$ cat src/rtl/issue_pkg.sv
// Shared definitions for the dual-issue scoreboard: FSM states, field widths
// and the helper that maps an execute latency to a timer load value.
package issue_pkg;

   localparam int          REG_IDX_W = 5;
   localparam int          LAT_W     = 3;
   localparam int          NUM_REGS  = 32;
   localparam logic [31:0] NOP_INSTR = 32'h00000013;

   // PAIR: both slots candidates; SLOT1: slot 0 already issued, slot 1 waiting;
   // FLUSH: one bubble cycle after a mispredict while the NOP pair sits in decode.
   typedef enum logic [1:0] {
      ST_PAIR  = 2'd0,
      ST_SLOT1 = 2'd1,
      ST_FLUSH = 2'd2
   } sb_state_e;

   // A zero latency still has to cover the issue cycle, so it loads 1.
   function automatic logic [LAT_W-1:0] load_value(input logic [LAT_W-1:0] lat);
      return (lat == '0) ? LAT_W'(1) : lat;
   endfunction

endpackage

$ cat src/rtl/sb_reg_timer.sv
// Per-register pending-write countdown. Busy while the count is nonzero.
module sb_reg_timer
   import issue_pkg::*;
(
   input  logic             clk,
   input  logic             reset,
   input  logic             load,
   input  logic [LAT_W-1:0] lat,
   output logic             busy
);

   logic [LAT_W-1:0] count_reg;
   logic [LAT_W-1:0] count_next;

   // A new load wins over the decrement; an idle timer stays at zero.
   always_comb begin
      count_next = count_reg;
      if (load) begin
         count_next = load_value(lat);
      end else if (count_reg != '0) begin
         count_next = count_reg - LAT_W'(1);
      end
   end

   // Count register with synchronous clear.
   always_ff @(posedge clk) begin
      if (reset) begin
         count_reg <= '0;
      end else begin
         count_reg <= count_next;
      end
   end

   assign busy = (count_reg != '0);

endmodule

$ cat src/rtl/issue_scoreboard.sv
// Dual-issue scoreboard: per-register latency timers plus a PAIR/SLOT1/FLUSH
// issue FSM with Mealy outputs.
// Optional feature: define SB_PERF_CNT_EN to add saturating stall_cycles and
// split_count performance counters.
module issue_scoreboard
   import issue_pkg::*;
(
   input  logic                 clk,
   input  logic                 reset,
   input  logic                 d_valid,
   input  logic [REG_IDX_W-1:0] rs1_0,
   input  logic [REG_IDX_W-1:0] rs2_0,
   input  logic [REG_IDX_W-1:0] rd_0,
   input  logic                 we_0,
   input  logic [LAT_W-1:0]     lat_0,
   input  logic [REG_IDX_W-1:0] rs1_1,
   input  logic [REG_IDX_W-1:0] rs2_1,
   input  logic [REG_IDX_W-1:0] rd_1,
   input  logic                 we_1,
   input  logic [LAT_W-1:0]     lat_1,
   input  logic                 br_mispredict,
   output logic                 stall_F,
   output logic                 stall_D,
   output logic                 flush_D,
   output logic                 issue0,
   output logic                 issue1,
   output logic [31:0]          busy_vec
`ifdef SB_PERF_CNT_EN
   ,
   output logic [31:0]          stall_cycles,
   output logic [31:0]          split_count
`endif
);

   sb_state_e             state_reg;
   sb_state_e             state_next;
   logic [NUM_REGS-1:0]   busy_raw;
   logic                  stall_int;
   logic                  haz0;
   logic                  haz1;
   logic                  intra1;

   // x0 is hardwired and never has a pending write.
   assign busy_raw[0] = 1'b0;

   genvar gi;
   generate
      for (gi = 1; gi < NUM_REGS; gi++) begin : g_timer
         logic hit0;
         logic hit1;
         // Slot 1 is the younger instruction, so its latency wins on a tie.
         assign hit0 = issue0 && we_0 && (rd_0 == REG_IDX_W'(gi));
         assign hit1 = issue1 && we_1 && (rd_1 == REG_IDX_W'(gi));

         sb_reg_timer u_timer (
            .clk   (clk),
            .reset (reset),
            .load  (hit0 || hit1),
            .lat   (hit1 ? lat_1 : lat_0),
            .busy  (busy_raw[gi])
         );
      end
   endgenerate

   // Hazard terms: busy sources/destination for each slot, plus slot 1's
   // dependence on slot 0's destination inside the same pair.
   always_comb begin
      haz0   = busy_raw[rs1_0] || busy_raw[rs2_0] || (we_0 && busy_raw[rd_0]);
      haz1   = busy_raw[rs1_1] || busy_raw[rs2_1] || (we_1 && busy_raw[rd_1]);
      intra1 = we_0 && (rd_0 != '0) &&
               ((rs1_1 == rd_0) || (rs2_1 == rd_0) || (we_1 && (rd_1 == rd_0)));
   end

   // Next state and Mealy outputs; reset and mispredict take priority.
   always_comb begin
      state_next = state_reg;
      issue0     = 1'b0;
      issue1     = 1'b0;
      stall_int  = 1'b0;
      flush_D    = 1'b0;
      if (reset) begin
         state_next = ST_PAIR;
      end else if (br_mispredict) begin
         flush_D    = 1'b1;
         state_next = ST_FLUSH;
      end else begin
         case (state_reg)
            ST_PAIR: begin
               if (d_valid) begin
                  if (haz0) begin
                     stall_int = 1'b1;
                  end else if (haz1 || intra1) begin
                     issue0     = 1'b1;
                     stall_int  = 1'b1;
                     state_next = ST_SLOT1;
                  end else begin
                     issue0 = 1'b1;
                     issue1 = 1'b1;
                  end
               end
            end
            ST_SLOT1: begin
               if (haz1) begin
                  stall_int = 1'b1;
               end else begin
                  issue1     = 1'b1;
                  state_next = ST_PAIR;
               end
            end
            ST_FLUSH: begin
               state_next = ST_PAIR;
            end
            default: begin
               state_next = ST_PAIR;
            end
         endcase
      end
   end

   // FSM state register.
   always_ff @(posedge clk) begin
      if (reset) begin
         state_reg <= ST_PAIR;
      end else begin
         state_reg <= state_next;
      end
   end

   assign stall_F  = stall_int;
   assign stall_D  = stall_int;
   assign busy_vec = reset ? 32'd0 : busy_raw;

`ifdef SB_PERF_CNT_EN
   logic [31:0] stall_cycles_reg;
   logic [31:0] split_count_reg;

   // Saturating counters of stalled cycles and pair splits.
   always_ff @(posedge clk) begin
      if (reset) begin
         stall_cycles_reg <= '0;
         split_count_reg  <= '0;
      end else begin
         if (stall_int && (stall_cycles_reg != '1)) begin
            stall_cycles_reg <= stall_cycles_reg + 32'd1;
         end
         if ((state_reg == ST_PAIR) && (state_next == ST_SLOT1) &&
             (split_count_reg != '1)) begin
            split_count_reg <= split_count_reg + 32'd1;
         end
      end
   end

   assign stall_cycles = stall_cycles_reg;
   assign split_count  = split_count_reg;
`endif

endmodule
$ cat config.mk
export PLATFORM = sky130hd
export DESIGN_NAME = issue_scoreboard
export DESIGN_NICKNAME = d
export VERILOG_FILES = /design/src/rtl/issue_pkg.sv /design/src/rtl/sb_reg_timer.sv /design/src/rtl/issue_scoreboard.sv
export SDC_FILE = /design/constraint.sdc
export NUM_CORES = 1
export LEC_CHECK = 0
export CAP_MARGIN = 5
export CORE_UTILIZATION = 60
export CTS_BUF_LIST = sky130_fd_sc_hd__clkbuf_4 sky130_fd_sc_hd__clkbuf_8
export CTS_CLUSTER_SIZE = 12
export DETAILED_ROUTE_END_ITERATION = 6
export GPL_TIMING_DRIVEN = 0
export PLACE_DENSITY = 0.87
export SLEW_MARGIN = 40
export SYNTH_ARGS = -nofsm -noshare
export SYNTH_HDL_FRONTEND = slang
export SYNTH_SLANG_ARGS = --single-unit
$ cat constraint.sdc
create_clock -name clk -period 6.25 [get_ports clk]
set_input_delay 1.5625 -clock clk [delete_from_list [all_inputs] [get_ports clk]]
set_output_delay 1.5625 -clock clk [all_outputs]
set_load 0.02 [all_outputs]
==> results by group <==
Power and ir drop
  • Pwr/cell area: 466.8 nW/um^2
  • Max VDD drop: 352.5 uV
  • Leakage Power: 4.244 nW

Route
  • DR vias/cell: 7.157
  • Post-route ant nets: 0
  • Routed WL: 41870 um
  • Wirelength per Cell: 27.56 um
  • Uppermost layer routed: met4
  • DR iter-0 viols: 1913
  • WL met2: 16300 um
  • DR DRC count: 4
  • Vias: 10870
  • M1 WL: 14810 um
  • Drt first pass iters: 7
  • Met3 routed WL: 6943 um

Critical path
  • Setup crit start kind: primary input
  • Worst R2R Setup Slack: 1.65 ns
  • Crit. path cell count: 12
  • Crit. End Element: primary output
  • R2R cell count: 15
  • WP buf/inv: 5
  • Critical Path RT: 4.69 ns
  • CP top delay family: buffers and inverters
  • Crit path DAT: 4.77 ns
  • CP Cell Sequence: clkdlybuf4s50_1, buf_2, xor2_1, nor4_1, and3_1, o31a_1, a2111oi_1, a32o_2, nand3_4, buf_12, inv_1, clkdlybuf4s15_2
  • Crit-path max FO: 10
  • Critical path's slowest cell: clkdlybuf4s50_1
  • CP peak stage delay: 0.58 ns
  • WS Path Type: primary input to primary output

Floorplanning
  • Core area: 15370 sq um
  • # IOs: 79
  • # rows: 45
  • Die Wd: 128.4 um
  • Initial Utilization: 0.6234
  • Die area: 16480 sq um
  • Chip Height: 128.4 um

Clock tree
  • Clock Sinks: 95
  • Hold-fix buffers, CTS: 0
  • CTS tree: yes
  • Num CTS Buffers: 9
  • H-Tree Depth: 3
  • Clock transition at path regs: 0.11 ns
  • Clk buf depth: 2
  • Clk_lat worst skew: 0.41 ns
  • Clock Root Buffer: clkbuf_8

GRT
  • Initial antenna violation count: 0
  • Global-route wire length before repair: 60440 um
  • Total grt overflow: 0
  • Tot GR Track Use: 0.5095
  • Vias in the first global route: 9999
  • Largest net degree at the start of global routing: 17

Yosys
  • Top_reg_cell synth: dfxtp_1
  • Seq/Total Area, Yosys: 0.1985
  • Syn avg cell area: 7.842 sq um
  • Synth cell types: 89
  • EDFF count, synth: 0
  • FF+latch count, synth: 95
  • Async SR Flop Fraction: 0
  • Mapped Area: 9583 sq um
  • Mapped Cells: 1222
  • Total of warnings raised by yosys: 0
  • Post-Syn Nets: 1326

STA
  • Max frequency: 0.1578 GHz
  • Final Cycle Share: 1.014
  • Worst-margin pin slew: 1.060 ns
  • Final Skew: 0.01888 ns
  • Setup violators final: 1
  • Slew Viols, Final: 0
  • Fin. Hold Viols: 0
  • Tmin final: 6.336 ns
  • Hold slack: 0.4935 ns
  • Worst setup margin: -0.08609 ns
  • RSZ-0062 raised after global routing: true
  • Rel. slew slack: 0.2937
  • Final TNS setup: -0.08609 ns

Placement
  • GPL Wtd Cong: 1.075
  • Placed Cells: 1498
  • Port bufs: 65
  • Detailed placement HPWL: 30740 um

Cells and area
  • P&R area growth vs syn: 13.62%
  • Final nets: 1408
  • Max reg flops: 93
  • ANT cells: 0
  • Share of cells above drive strength 1: 0.1231
  • Final cell count without fillers: 1519
  • Fin util: 0.7083

Worst hold path
  • Hold Path Class: register to register
  • Worst hold stages: 2

Status
  • Status: complete, but fails checks
  • Failing checks: design-rule violations, negative setup slack

Flow run
  • MaxCap Viol Count: 0
routing by layer:
metal,vias up,global-route usage
met2,996,0.7052
li1,4627,-
met3,282,0.1900
met4,0,0.3834
met1,4967,0.6424
met5,-,0
power breakdown:
| part | switching (mW) | internal [mW] |
|---|---|---|
| combinational | 2.07 | 1.54 |
| sequential | 0.183 | 0.877 |
| clock | 0.266 | 0.145 |
| total | 2.52 | 2.56 |
final cells by class:
cell class / count / area [sq um]
plain buffers: 71 / 384.1
fillers: 1295 / 4483
repair buffers: 72 / 713.2
well taps: 211 / 264.0
clock inverters: 6 / 45.04
clock buffers: 9 / 123.9
flip-flops and latches: 95 / 1902
multi-input cells: 964 / 7113
inverters: 91 / 342.8
worst register-to-register path: stages (launching register included):
cell and delay, ns:
dfxtp_1 0.34, inv_1 0.07, ha_1 0.15, ha_1 0.33, clkbuf_1 0.61, nand2b_1 0.12, o211ai_1 0.11, o311ai_0 0.15
a31oi_1 0.36, a41o_1 0.26, a32o_2 0.31, buf_4 0.20, nand4b_1 0.37, nor3_1 0.75, nor3_1 0.15, a211oi_1 0.23
cell usage in the layout (no fill, tap or decap), drive strengths merged, types with 26 or more instances in the layout:
| cell type | count |
|---|---|
| a211oi | 43 |
| a21oi | 75 |
| a31oi | 26 |
| buf | 34 |
| clkbuf | 53 |
| clkdlybuf4s50 | 59 |
| dfxtp | 95 |
| ha | 62 |
| inv | 92 |
| mux2i | 59 |
| mux4 | 35 |
| nand2 | 80 |
| nand2b | 41 |
| nand3 | 48 |
| nor2 | 143 |
| nor2b | 40 |
| nor3 | 52 |
| o21ai | 35 |
cell usage after synthesis (all sizes together) (35+ instances only):
cell type	count	area, sq um
nand2	80	300.3
ha	62	775.7
inv	90	337.8
nor3	52	322.8
mux4	35	788.3
mux2i	59	590.6
nand3	48	245.2
clkbuf	43	161.4
dfxtp	95	1902
a21oi	75	375.4
a211oi	43	327.8
o21ai	35	175.2
nor2b	40	250.2
nor2	143	546.8
nand2b	41	264.0
repair_timing:
action,in CTS,in global routing
buffers inserted,4,0
cloned,0,0
pin swaps,2,2
resized for setup,33,17
setup endpoints to repair,4,4
path summary, 6_finish.rpt:
kind,from,end
min,g_timer[21].u_timer.count_reg[1],g_timer[21].u_timer.count_reg[1]
max reg2reg,g_timer[1].u_timer.count_reg[0],g_timer[22].u_timer.count_reg[1]
min reg2reg,g_timer[21].u_timer.count_reg[1],g_timer[21].u_timer.count_reg[1]
max,rd_0[2],issue1
cells by family (layout without fill, tap and decap cells):
| logic type | count (synthesis) | count (layout) | share of synthesized area |
|---|---|---|---|
| simple gates | 494 | 494 | 0.2741 |
| compound gates | 278 | 278 | 0.1974 |
| buf+inv | 163 | 249 | 0.06972 |
| mux | 106 | 106 | 0.1580 |
| flops | 95 | 95 | 0.1985 |
| fa+ha+maj | 62 | 62 | 0.08095 |
| xor+xnor | 23 | 23 | 0.02102 |
| other cells | 1 | 1 | 0.0003913 |
through the flow:
step	cell area (sq um)	setup WS, ns	power, mW
after global placement	10500	-0.9588	4.355
after global routing	10890	-0.04769	5.365
after CTS	10810	-0.009580	4.911
final	10890	-0.08609	5.083
after detailed placement	10530	-0.9656	4.457
after floorplan	9583	0.5524	3.470
Power figures use the tool's default switching activity.
